[config.mk]
export PLATFORM = sky130hd
export DESIGN_NAME = vga_frame_signature
export DESIGN_NICKNAME = d
export VERILOG_FILES = /design/src/rtl/vga_frame_signature.sv
export SDC_FILE = /design/constraint.sdc
export NUM_CORES = 1
export LEC_CHECK = 0
export BUFFER_PORTS_ARGS = -buffer_cell sky130_fd_sc_hd__buf_2
export CORE_ASPECT_RATIO = 1.75
export CORE_MARGIN = 10
export CORE_UTILIZATION = 60
export CTS_CLUSTER_DIAMETER = 200
export DETAILED_ROUTE_END_ITERATION = 7
export PLACE_DENSITY = 0.84
export REMOVE_ABC_BUFFERS = 1
export SYNTH_ARGS = -nofsm -noshare
export SYNTH_HDL_FRONTEND = slang
export SYNTH_SLANG_ARGS = --single-unit
[constraint.sdc]
create_clock -name CLOCK_25 -period 3.3 [get_ports CLOCK_25]
set_input_delay 0.66 -clock CLOCK_25 [delete_from_list [all_inputs] [get_ports CLOCK_25]]
set_output_delay 0.66 -clock CLOCK_25 [all_outputs]
set_load 0.1 [all_outputs]
[src/rtl/vga_frame_signature.sv]
// vga_frame_signature
//
// Passive monitor on the VGA stream that feeds the DAC. For each frame it
// compresses every active pixel into a MISR signature, checks the active-area
// geometry (pixels per line, lines per frame), counts completed frames and
// grabs one pixel at a selectable (column, line) position. Results update
// together once per frame, on the VS falling edge that ends the frame.
//
// Ports:
//   CLOCK_25     pixel clock, all logic on the rising edge
//   Reset_N      asynchronous active-low reset
//   VGA_VS       vertical sync, active low
//   VGA_BLANK_N  high during active video
//   VGA_R/G/B    pixel colour, COLOR_W bits each
//   Enable       run enable in continuous mode
//   Mode         0 = continuous, 1 = single-shot
//   Arm          single-shot start pulse, also releases HOLD
//   CapX, CapY   column / line of the pixel to capture
//   Signature    signature of the last completed frame
//   CapPixel     captured pixel, packed {B,G,R}
//   FrameCount   completed frames, wraps
//   LineCount    active lines in the last frame, saturating
//   PixErr       last frame had a line whose length != H_ACTIVE
//   LineErr      last frame had a line count != V_ACTIVE
//   FrameDone    one-cycle pulse when the results update
//   Busy         high while waiting for sync or measuring a frame
//
// SIG_W must be at least 3*COLOR_W so a whole pixel fits in the MISR input.

module vga_frame_signature #(
    parameter int unsigned      COLOR_W  = 8,
    parameter int unsigned      H_ACTIVE = 640,
    parameter int unsigned      V_ACTIVE = 480,
    parameter int unsigned      SIG_W    = 32,
    parameter logic [SIG_W-1:0] POLY     = 32'h04C11DB7,
    parameter logic [SIG_W-1:0] SIG_SEED = '0
) (
    input  logic                   CLOCK_25,
    input  logic                   Reset_N,
    input  logic                   VGA_VS,
    input  logic                   VGA_BLANK_N,
    input  logic [COLOR_W-1:0]     VGA_R,
    input  logic [COLOR_W-1:0]     VGA_G,
    input  logic [COLOR_W-1:0]     VGA_B,
    input  logic                   Enable,
    input  logic                   Mode,
    input  logic                   Arm,
    input  logic [9:0]             CapX,
    input  logic [9:0]             CapY,
    output logic [SIG_W-1:0]       Signature,
    output logic [3*COLOR_W-1:0]   CapPixel,
    output logic [15:0]            FrameCount,
    output logic [9:0]             LineCount,
    output logic                   PixErr,
    output logic                   LineErr,
    output logic                   FrameDone,
    output logic                   Busy
);

    localparam int unsigned PIX_W = 3 * COLOR_W;

    localparam logic [1:0] StIdle     = 2'd0;
    localparam logic [1:0] StSyncWait = 2'd1;
    localparam logic [1:0] StFrame    = 2'd2;
    localparam logic [1:0] StHold     = 2'd3;

    localparam logic [9:0] CntMax  = 10'h3FF;
    localparam logic [9:0] HActive = 10'(H_ACTIVE);
    localparam logic [9:0] VActive = 10'(V_ACTIVE);

    // Registered copies of the video inputs; every decision uses these.
    logic             vs_q;
    logic             blank_q;
    logic [PIX_W-1:0] rgb_q;

    // Control
    logic [1:0] state_q, state_d;
    logic       mode_q, mode_d;

    // Frame-local accumulation state
    logic [SIG_W-1:0] acc_q, acc_d;
    logic [9:0]       pix_cnt_q, pix_cnt_d;
    logic [9:0]       line_cnt_q, line_cnt_d;
    logic             pix_err_q, pix_err_d;
    logic             cap_valid_q, cap_valid_d;
    logic [PIX_W-1:0] cap_q, cap_d;

    // Published results
    logic [SIG_W-1:0] sig_q, sig_d;
    logic [PIX_W-1:0] cap_pixel_q, cap_pixel_d;
    logic [15:0]      frame_count_q, frame_count_d;
    logic [9:0]       line_count_q, line_count_d;
    logic             pix_err_out_q, pix_err_out_d;
    logic             line_err_q, line_err_d;
    logic             frame_done_q, frame_done_d;

    // Per-cycle datapath results, valid whether or not they are committed
    logic             vs_fall;
    logic             blank_rise;
    logic             line_end;
    logic             cap_in_range;
    logic             cap_hit;
    logic [SIG_W-1:0] acc_step;
    logic [SIG_W-1:0] acc_nxt;
    logic [9:0]       pix_inc;
    logic [9:0]       line_inc;
    logic [9:0]       pix_cnt_nxt;
    logic [9:0]       line_cnt_nxt;
    logic             pix_err_nxt;
    logic             cap_valid_nxt;
    logic [PIX_W-1:0] cap_nxt;

    // FSM decode
    logic frame_end;
    logic abort;
    logic keep;

    always_comb begin
        vs_fall    = vs_q & ~VGA_VS;
        blank_rise = ~blank_q & VGA_BLANK_N;
        // A VS fall during an active pixel closes the line just like a blank fall,
        // and that last pixel still belongs to the ending frame.
        line_end   = blank_q & (~VGA_BLANK_N | vs_fall);

        acc_step = {acc_q[SIG_W-2:0], 1'b0}
                 ^ (acc_q[SIG_W-1] ? POLY : '0)
                 ^ SIG_W'(rgb_q);
        acc_nxt  = blank_q ? acc_step : acc_q;

        pix_inc  = (pix_cnt_q == CntMax) ? CntMax : pix_cnt_q + 10'd1;
        line_inc = (line_cnt_q == CntMax) ? CntMax : line_cnt_q + 10'd1;

        if (line_end || blank_rise) begin
            pix_cnt_nxt = '0;
        end else if (blank_q) begin
            pix_cnt_nxt = pix_inc;
        end else begin
            pix_cnt_nxt = pix_cnt_q;
        end

        line_cnt_nxt = line_end ? line_inc : line_cnt_q;
        // On line_end this cycle's pixel is included, so pix_inc is the line length.
        pix_err_nxt  = pix_err_q | (line_end & (pix_inc != HActive));

        // The counters are 0-based indices of the pixel being sampled now.
        cap_in_range  = (32'(CapX) < H_ACTIVE) && (32'(CapY) < V_ACTIVE);
        cap_hit       = blank_q & cap_in_range & (pix_cnt_q == CapX) & (line_cnt_q == CapY);
        cap_valid_nxt = cap_valid_q | cap_hit;
        cap_nxt       = cap_hit ? rgb_q : cap_q;
    end

    always_comb begin
        state_d   = state_q;
        mode_d    = mode_q;
        frame_end = 1'b0;
        abort     = 1'b0;

        unique case (state_q)
            StIdle: begin
                if (!Mode && Enable) begin
                    state_d = StSyncWait;
                    mode_d  = 1'b0;
                end else if (Mode && Arm) begin
                    state_d = StSyncWait;
                    mode_d  = 1'b1;
                end
            end
            StSyncWait: begin
                if (!mode_q && !Enable) begin
                    abort   = 1'b1;
                    state_d = StIdle;
                end else if (vs_fall) begin
                    state_d = StFrame;
                end
            end
            StFrame: begin
                // Dropping Enable wins over a coincident frame end: nothing is published.
                if (!mode_q && !Enable) begin
                    abort   = 1'b1;
                    state_d = StIdle;
                end else if (vs_fall) begin
                    frame_end = 1'b1;
                    mode_d    = Mode;
                    state_d   = Mode ? StHold : StFrame;
                end
            end
            StHold: begin
                if (Arm) begin
                    state_d = StSyncWait;
                end
            end
            default: state_d = StIdle;
        endcase
    end

    // Accumulate only while a frame is in flight; any other path restarts from seed.
    always_comb begin
        keep = (state_q == StFrame) && !frame_end && !abort;

        if (keep) begin
            acc_d       = acc_nxt;
            pix_cnt_d   = pix_cnt_nxt;
            line_cnt_d  = line_cnt_nxt;
            pix_err_d   = pix_err_nxt;
            cap_valid_d = cap_valid_nxt;
            cap_d       = cap_nxt;
        end else begin
            acc_d       = SIG_SEED;
            pix_cnt_d   = '0;
            line_cnt_d  = '0;
            pix_err_d   = 1'b0;
            cap_valid_d = 1'b0;
            cap_d       = '0;
        end
    end

    always_comb begin
        sig_d         = sig_q;
        cap_pixel_d   = cap_pixel_q;
        frame_count_d = frame_count_q;
        line_count_d  = line_count_q;
        pix_err_out_d = pix_err_out_q;
        line_err_d    = line_err_q;
        frame_done_d  = frame_end;

        if (frame_end) begin
            sig_d         = acc_nxt;
            line_count_d  = line_cnt_nxt;
            pix_err_out_d = pix_err_nxt;
            line_err_d    = (line_cnt_nxt != VActive);
            frame_count_d = frame_count_q + 16'd1;
            if (cap_valid_nxt) begin
                cap_pixel_d = cap_nxt;
            end
        end
    end

    always_ff @(posedge CLOCK_25 or negedge Reset_N) begin
        if (!Reset_N) begin
            vs_q          <= 1'b0;
            blank_q       <= 1'b0;
            rgb_q         <= '0;
            state_q       <= StIdle;
            mode_q        <= 1'b0;
            acc_q         <= SIG_SEED;
            pix_cnt_q     <= '0;
            line_cnt_q    <= '0;
            pix_err_q     <= 1'b0;
            cap_valid_q   <= 1'b0;
            cap_q         <= '0;
            sig_q         <= '0;
            cap_pixel_q   <= '0;
            frame_count_q <= '0;
            line_count_q  <= '0;
            pix_err_out_q <= 1'b0;
            line_err_q    <= 1'b0;
            frame_done_q  <= 1'b0;
        end else begin
            vs_q          <= VGA_VS;
            blank_q       <= VGA_BLANK_N;
            rgb_q         <= {VGA_B, VGA_G, VGA_R};
            state_q       <= state_d;
            mode_q        <= mode_d;
            acc_q         <= acc_d;
            pix_cnt_q     <= pix_cnt_d;
            line_cnt_q    <= line_cnt_d;
            pix_err_q     <= pix_err_d;
            cap_valid_q   <= cap_valid_d;
            cap_q         <= cap_d;
            sig_q         <= sig_d;
            cap_pixel_q   <= cap_pixel_d;
            frame_count_q <= frame_count_d;
            line_count_q  <= line_count_d;
            pix_err_out_q <= pix_err_out_d;
            line_err_q    <= line_err_d;
            frame_done_q  <= frame_done_d;
        end
    end

    assign Signature  = sig_q;
    assign CapPixel   = cap_pixel_q;
    assign FrameCount = frame_count_q;
    assign LineCount  = line_count_q;
    assign PixErr     = pix_err_out_q;
    assign LineErr    = line_err_q;
    assign FrameDone  = frame_done_q;
    assign Busy       = (state_q == StSyncWait) || (state_q == StFrame);

endmodule

* Word-level counts from Yosys, hierarchy flattened *
Cells that the tools add are included.

word-level totals
  register bits after elaboration = 192
  input port bits = 51
  output and inout port bits = 86

cells by class
  add/sub/neg operators = 3
  magnitude comparators = 2
  equality and inequality tests = 16
  muxes and demuxes = 33
  bitwise operators = 15
  reduce and logical (&&, ||, !) cells = 19

operator list
  kind                                                                           number
  10-bit 2-to-1 mux                                                              7
  32-bit 2-to-1 mux                                                              2
  24-bit 2-to-1 mux                                                              2
  32-bit by 24-bit bitwise XOR with 32-bit output                                1
  32-bit by 27-bit bitwise XOR with 32-bit output                                1
  27-bit 2-to-1 mux                                                              1
  10-bit by 1-bit adder with 10-bit output, second input constant                2
  10-bit equality test                                                           2
  10-bit equality test, second input constant                                    2
  16-bit by 1-bit adder with 16-bit output, second input constant                1
  2-bit 2-to-1 mux                                                               7
  1-bit 2-to-1 mux                                                               12
  10-bit less-than comparator, second input constant                             1
  10-bit by 9-bit less-than comparator with 1-bit output, second input constant  1
  10-bit != test, second input constant                                          1
  10-bit by 9-bit != test with 1-bit output, second input constant               1
  3-bit != test, second input constant                                           3
  2-bit case mux with 4 select lines                                             1
  4-bit AND reduction                                                            2
  1-bit bitwise AND                                                              7
  1-bit logical AND                                                              6
  2-bit != test, second input constant                                           3
  1-bit zero test                                                                5
  2-bit equality test, second input constant                                     2
  other kinds (10)                                                               15

* Longest topological paths before layout *
  depth in word-level cells = 9
  depth in mapped cells = 9

* Least setup slack after synthesis *
OpenSTA, ideal clock, no wires.

  path type = reg-to-reg
  from = reg state_q[1]
  to = reg pix_cnt_q[3]
  arrival = 2705 ps
  setup slack = 459 ps
  stages on the path, launching flop included = 10
  clock period less this slack = 2841 ps
  cells stage by stage = dfrtp_1 inv_1 ha_1 or3b_2 o211ai_1 or3_1 clkbuf_1 nor2_1 o21ai_0 o21ai_0

between the ends
  word-level cells in the longest chain between the ends = 6

ends and longest elaborated chain
  element                                                                                         line      text
  start, declared                                                                                 77        logic [1:0] state_q, state_d;
  start signal, assigned                                                                          243       state_q <= StIdle;
  start signal, assigned                                                                          262       state_q <= state_d;
  2-bit equality test or 2-bit by 1-bit equality test with 1-bit output (tied branches)           158, 198
  2-bit OR reduction (no source line) or 1-bit 2-to-1 mux (tied branches)                         n/a
  1-bit 2-to-1 mux or 1-bit zero test (tied branches)                                             n/a
  1-bit zero test or 1-bit logical AND (tied branches)                                            198       keep = (state_q == StFrame) && !frame_end && !abort;
  1-bit logical AND (*)                                                                           198
  3-bit by 1-bit != test with 1-bit output (no source line) or 10-bit 2-to-1 mux (tied branches)  n/a
  end signal, assigned                                                                            265       pix_cnt_q <= pix_cnt_d;
  end, declared                                                                                   82        logic [9:0] pix_cnt_q, pix_cnt_d;

Mark *: on every way between the ends. The rest lies on a longest branch, timed or not.
A chain may end at the register's enable or synchronous reset.

* Final worst setup path *
  from = reg state_q[1]
  to = reg pix_cnt_q[5]

The elaborated chain is that of the path after synthesis.

==> results.py <==
metrics = {
    "worst_setup_path": {
        "crit_type": "reg2reg",
        "crit_path_max_fanout": 31,
        "cp-end-kind": "register",
        "rrSetupSlack_ps": 700,
        "arrival_ps": 2900,
        "required_ps": 3600,
        "startpoint_type": "register",
    },
    "timing": {
        "fin_hold_ws_ps": 215,
        "timing.final.max_slew_violations": 0,
        "slew_headroom_pct": 22.5,
        "worstMarginPinSlew_ps": 1150,
        "fin_skew_ps": 14.4,
        "fin_crit_sh_pct": 78.9,
        "period_minus_slack_ps": 2600,
        "setup_violations": 0,
        "hold_viol_final": 0,
        "worst_slack_ps": 696,
        "fmax_mhz": 384,
        "rsz0062_at_grt": "false",
    },
    "grt": {
        "grt_first_pass_wirelength_mm": 33.9,
        "grt_max_degree": 66,
        "grt_overflow": 0,
        "grt_pass1_vias": 6652,
        "grt_use_total_pct": 20.8,
        "antenna_found_initial": 0,
    },
    "place": {
        "dp.cells": 1074,
        "dp_hpwl_mm": 14.1,
        "portBuffers": 136,
        "gp_congestion": 0.897,
        "place_worst_setup_slack_ps": 674,
    },
    "floorplan": {
        "io_pins": 137,
        "fp.dieW_um": 111,
        "dieArea_mm2": 0.0199,
        "initial_core_util_pct": 60.9,
        "core_region_area_mm2": 0.0143,
        "die_y_um": 179,
        "std_cell_rows": 58,
    },
    "power_and_ir_drop": {
        "p_per_area_mw_per_mm2": 593,
        "p_leak_nw": 4.76,
        "vdd.ir_drop.worst_v": 0.000392,
        "fin_total_pwr_mw": 5.97,
    },
    "detailed_routing": {
        "drtIter0Drc": 332,
        "drt_wl_total_mm": 20.6,
        "met2WireLength_mm": 11.0,
        "wl_met1_mm": 8.04,
        "via_per_inst": 5.76,
        "dr_wl_met3_mm": 1.02,
        "routedWlPerCell_um": 18.7,
        "num_vias": 6372,
        "dr.pass1.iters": 5,
        "ant_nets": 0,
        "drc": 0,
        "top_layer": "met4",
    },
    "cells_and_area": {
        "fill_cells": 1029,
        "antenna_cells": 0,
        "final_cell_count_no_fill": 1106,
        "regArea_mm2": 0.00480,
        "multi_input_area_mm2": 0.00360,
        "syn2layout_area_growth_pct": 15.7,
        "fin_nets": 971,
        "drive_above_1_share_pct": 24.6,
    },
    "flow_run": {
        "drv_cap": 0,
    },
    "clock_network": {
        "cts.path.max_buffers": 2,
        "post_cts_buffers": 0,
        "worstSkewPairLatency_ps": 430,
        "cts_buffers": 17,
        "cts_resized": 0,
        "htreeDepth": 4,
        "cts.sinks": 192,
        "cts_tree": "yes",
        "cts_root_buf": "clkbuf_16",
        "cts_hold_buf": 0,
        "path_clk_slew_ps": 80,
    },
    "synthesis": {
        "synthFlopType": "dfrtp_1",
        "synth.cell_area_mm2": 0.00870,
        "async_reset_ff_share_pct": 100,
        "yosysWarnings": 0,
        "ys_seq_area_share_pct": 55.2,
        "netlist_instances": 795,
        "synth_edf_count": 0,
        "synth_area_per_cell_um2": 10.9,
        "synthDistinctLibCells": 49,
        "ys_ff_latch": 192,
    },
    "hold_path": {
        "hold_class": "in2async",
    },
    "status": {
        "outcome": "completed",
    },
}
cell type report:
| type | instances | share of cell area [%] |
|---|---|---|
| flip-flops and latches | 192 | 47.7 |
| clock buffers | 19 | 4.40 |
| multi-input cells | 541 | 35.7 |
| inverters | 13 | 0.485 |
| well taps | 180 | 2.24 |
| clock inverters | 13 | 1.47 |
| repair buffers | 148 | 7.99 |
per-stage QoR:
| step | cell area, um^2 | util, % | TNS [ps] |
|---|---|---|---|
| 6_report | 10100 | 70.4 | 0 |
| 5_1_grt | 10100 | 70.4 | 0 |
| 4_1_cts | 10100 | 70.4 | 0 |
| 3_5_place_dp | 9480 | 66.3 | 0 |
| 3_3_place_gp | 9480 | 66.3 | 0 |
| 2_1_floorplan | 8430 | - | -127380 |
kinds of logic (layout without fill, tap and decap cells):
kind of cell / Yosys count / in the layout / share of synthesized area [%]
XOR/XNOR: 75 / 75 / 7.55
AND/OR/NAND/NOR: 248 / 248 / 12.4
buffers and inverters: 62 / 193 / 3.64
AO/OA/AOI/OAI: 165 / 165 / 14.9
adder cells (fa/ha/maj): 7 / 7 / 1.01
multiplexers: 46 / 46 / 5.29
flip-flops: 192 / 192 / 55.2
critical path, stage by stage (launching register included):
cell and delay, ps:
dfrtp_1 400, inv_1 90, ha_1 310, or3b_2 450, o211ai_1 230, buf_4 410, nor3_1 170, and2_1 200
o21ai_0 120, o21ai_0 90
path summary, 6_finish.rpt:
path / depth (start not counted) / to / startpoint
setup / recovery: 9 / pix_cnt_q[5] / state_q[1]
hold / removal: 1 / line_cnt_q[1] / Reset_N
setup reg to reg: 9 / pix_cnt_q[5] / state_q[1]
hold reg to reg: 1 / FrameCount[15] / FrameCount[15]
max in group asynchronous: 2 / cap_q[6] / Reset_N
min in group CLOCK_25: 1 / rgb_q[9] / VGA_G[1]
where the power goes:
part	internal (mW)	switching, mW	total [mW]
combinational	0.246	1.06	1.31
sequential	2.48	0.100	2.58
clock	1.15	0.927	2.08
cell usage after synthesis, drive strengths merged (2+ instances only):
cell	n	area share [%]
a211oi	3	0.26
a21o	3	0.26
a21oi	29	1.7
a22o	2	0.20
a2bb2oi	24	3.9
a31oi	7	0.50
and2	2	0.14
and3	9	0.65
and4	2	0.20
buf	22	1.8
clkbuf	27	1.3
dfrtp	192	55
ha	7	1.0
inv	13	0.56
mux2i	46	5.3
nand2	65	2.8
nand2b	2	0.14
nand3	14	0.81
nand4	11	0.79
nor2	117	5.0
nor3	14	0.81
nor4	3	0.29
o211ai	4	0.35
o21ai	59	3.4
o22ai	25	3.2
o31ai	3	0.42
or2	2	0.14
or3	2	0.14
xnor2	53	5.3
xor2	22	2.2
registers in the layout (all words and copies together) (netlist names):
signal	flops
line_cnt_q	10
state_q	2
Signature	32
LineCount	10
vs_q	1
FrameDone	1
pix_cnt_q	10
PixErr	1
acc_q	32
mode_q	1
blank_q	1
rgb_q	24
FrameCount	16
cap_valid_q	1
LineErr	1
CapPixel	24
cap_q	24
pix_err_q	1
cell usage in the layout, fill, tap and decap left out, drive strengths merged, types with 24 or more instances in the layout:
cell	instances
nor2	117
xnor2	53
a21oi	29
nand2	65
buf	147
o22ai	25
dfrtp	192
mux2i	46
a2bb2oi	24
o21ai	59
layer usage:
layer  global-route usage [%]  vias to the layer above
met1                     23.6                     3153
met3                     4.66                       38
li1                         -                     2975
met4                     8.06                        0
met5                        0                        -
met2                     37.3                      206
No activity file was read; power rests on OpenSTA's default activity.
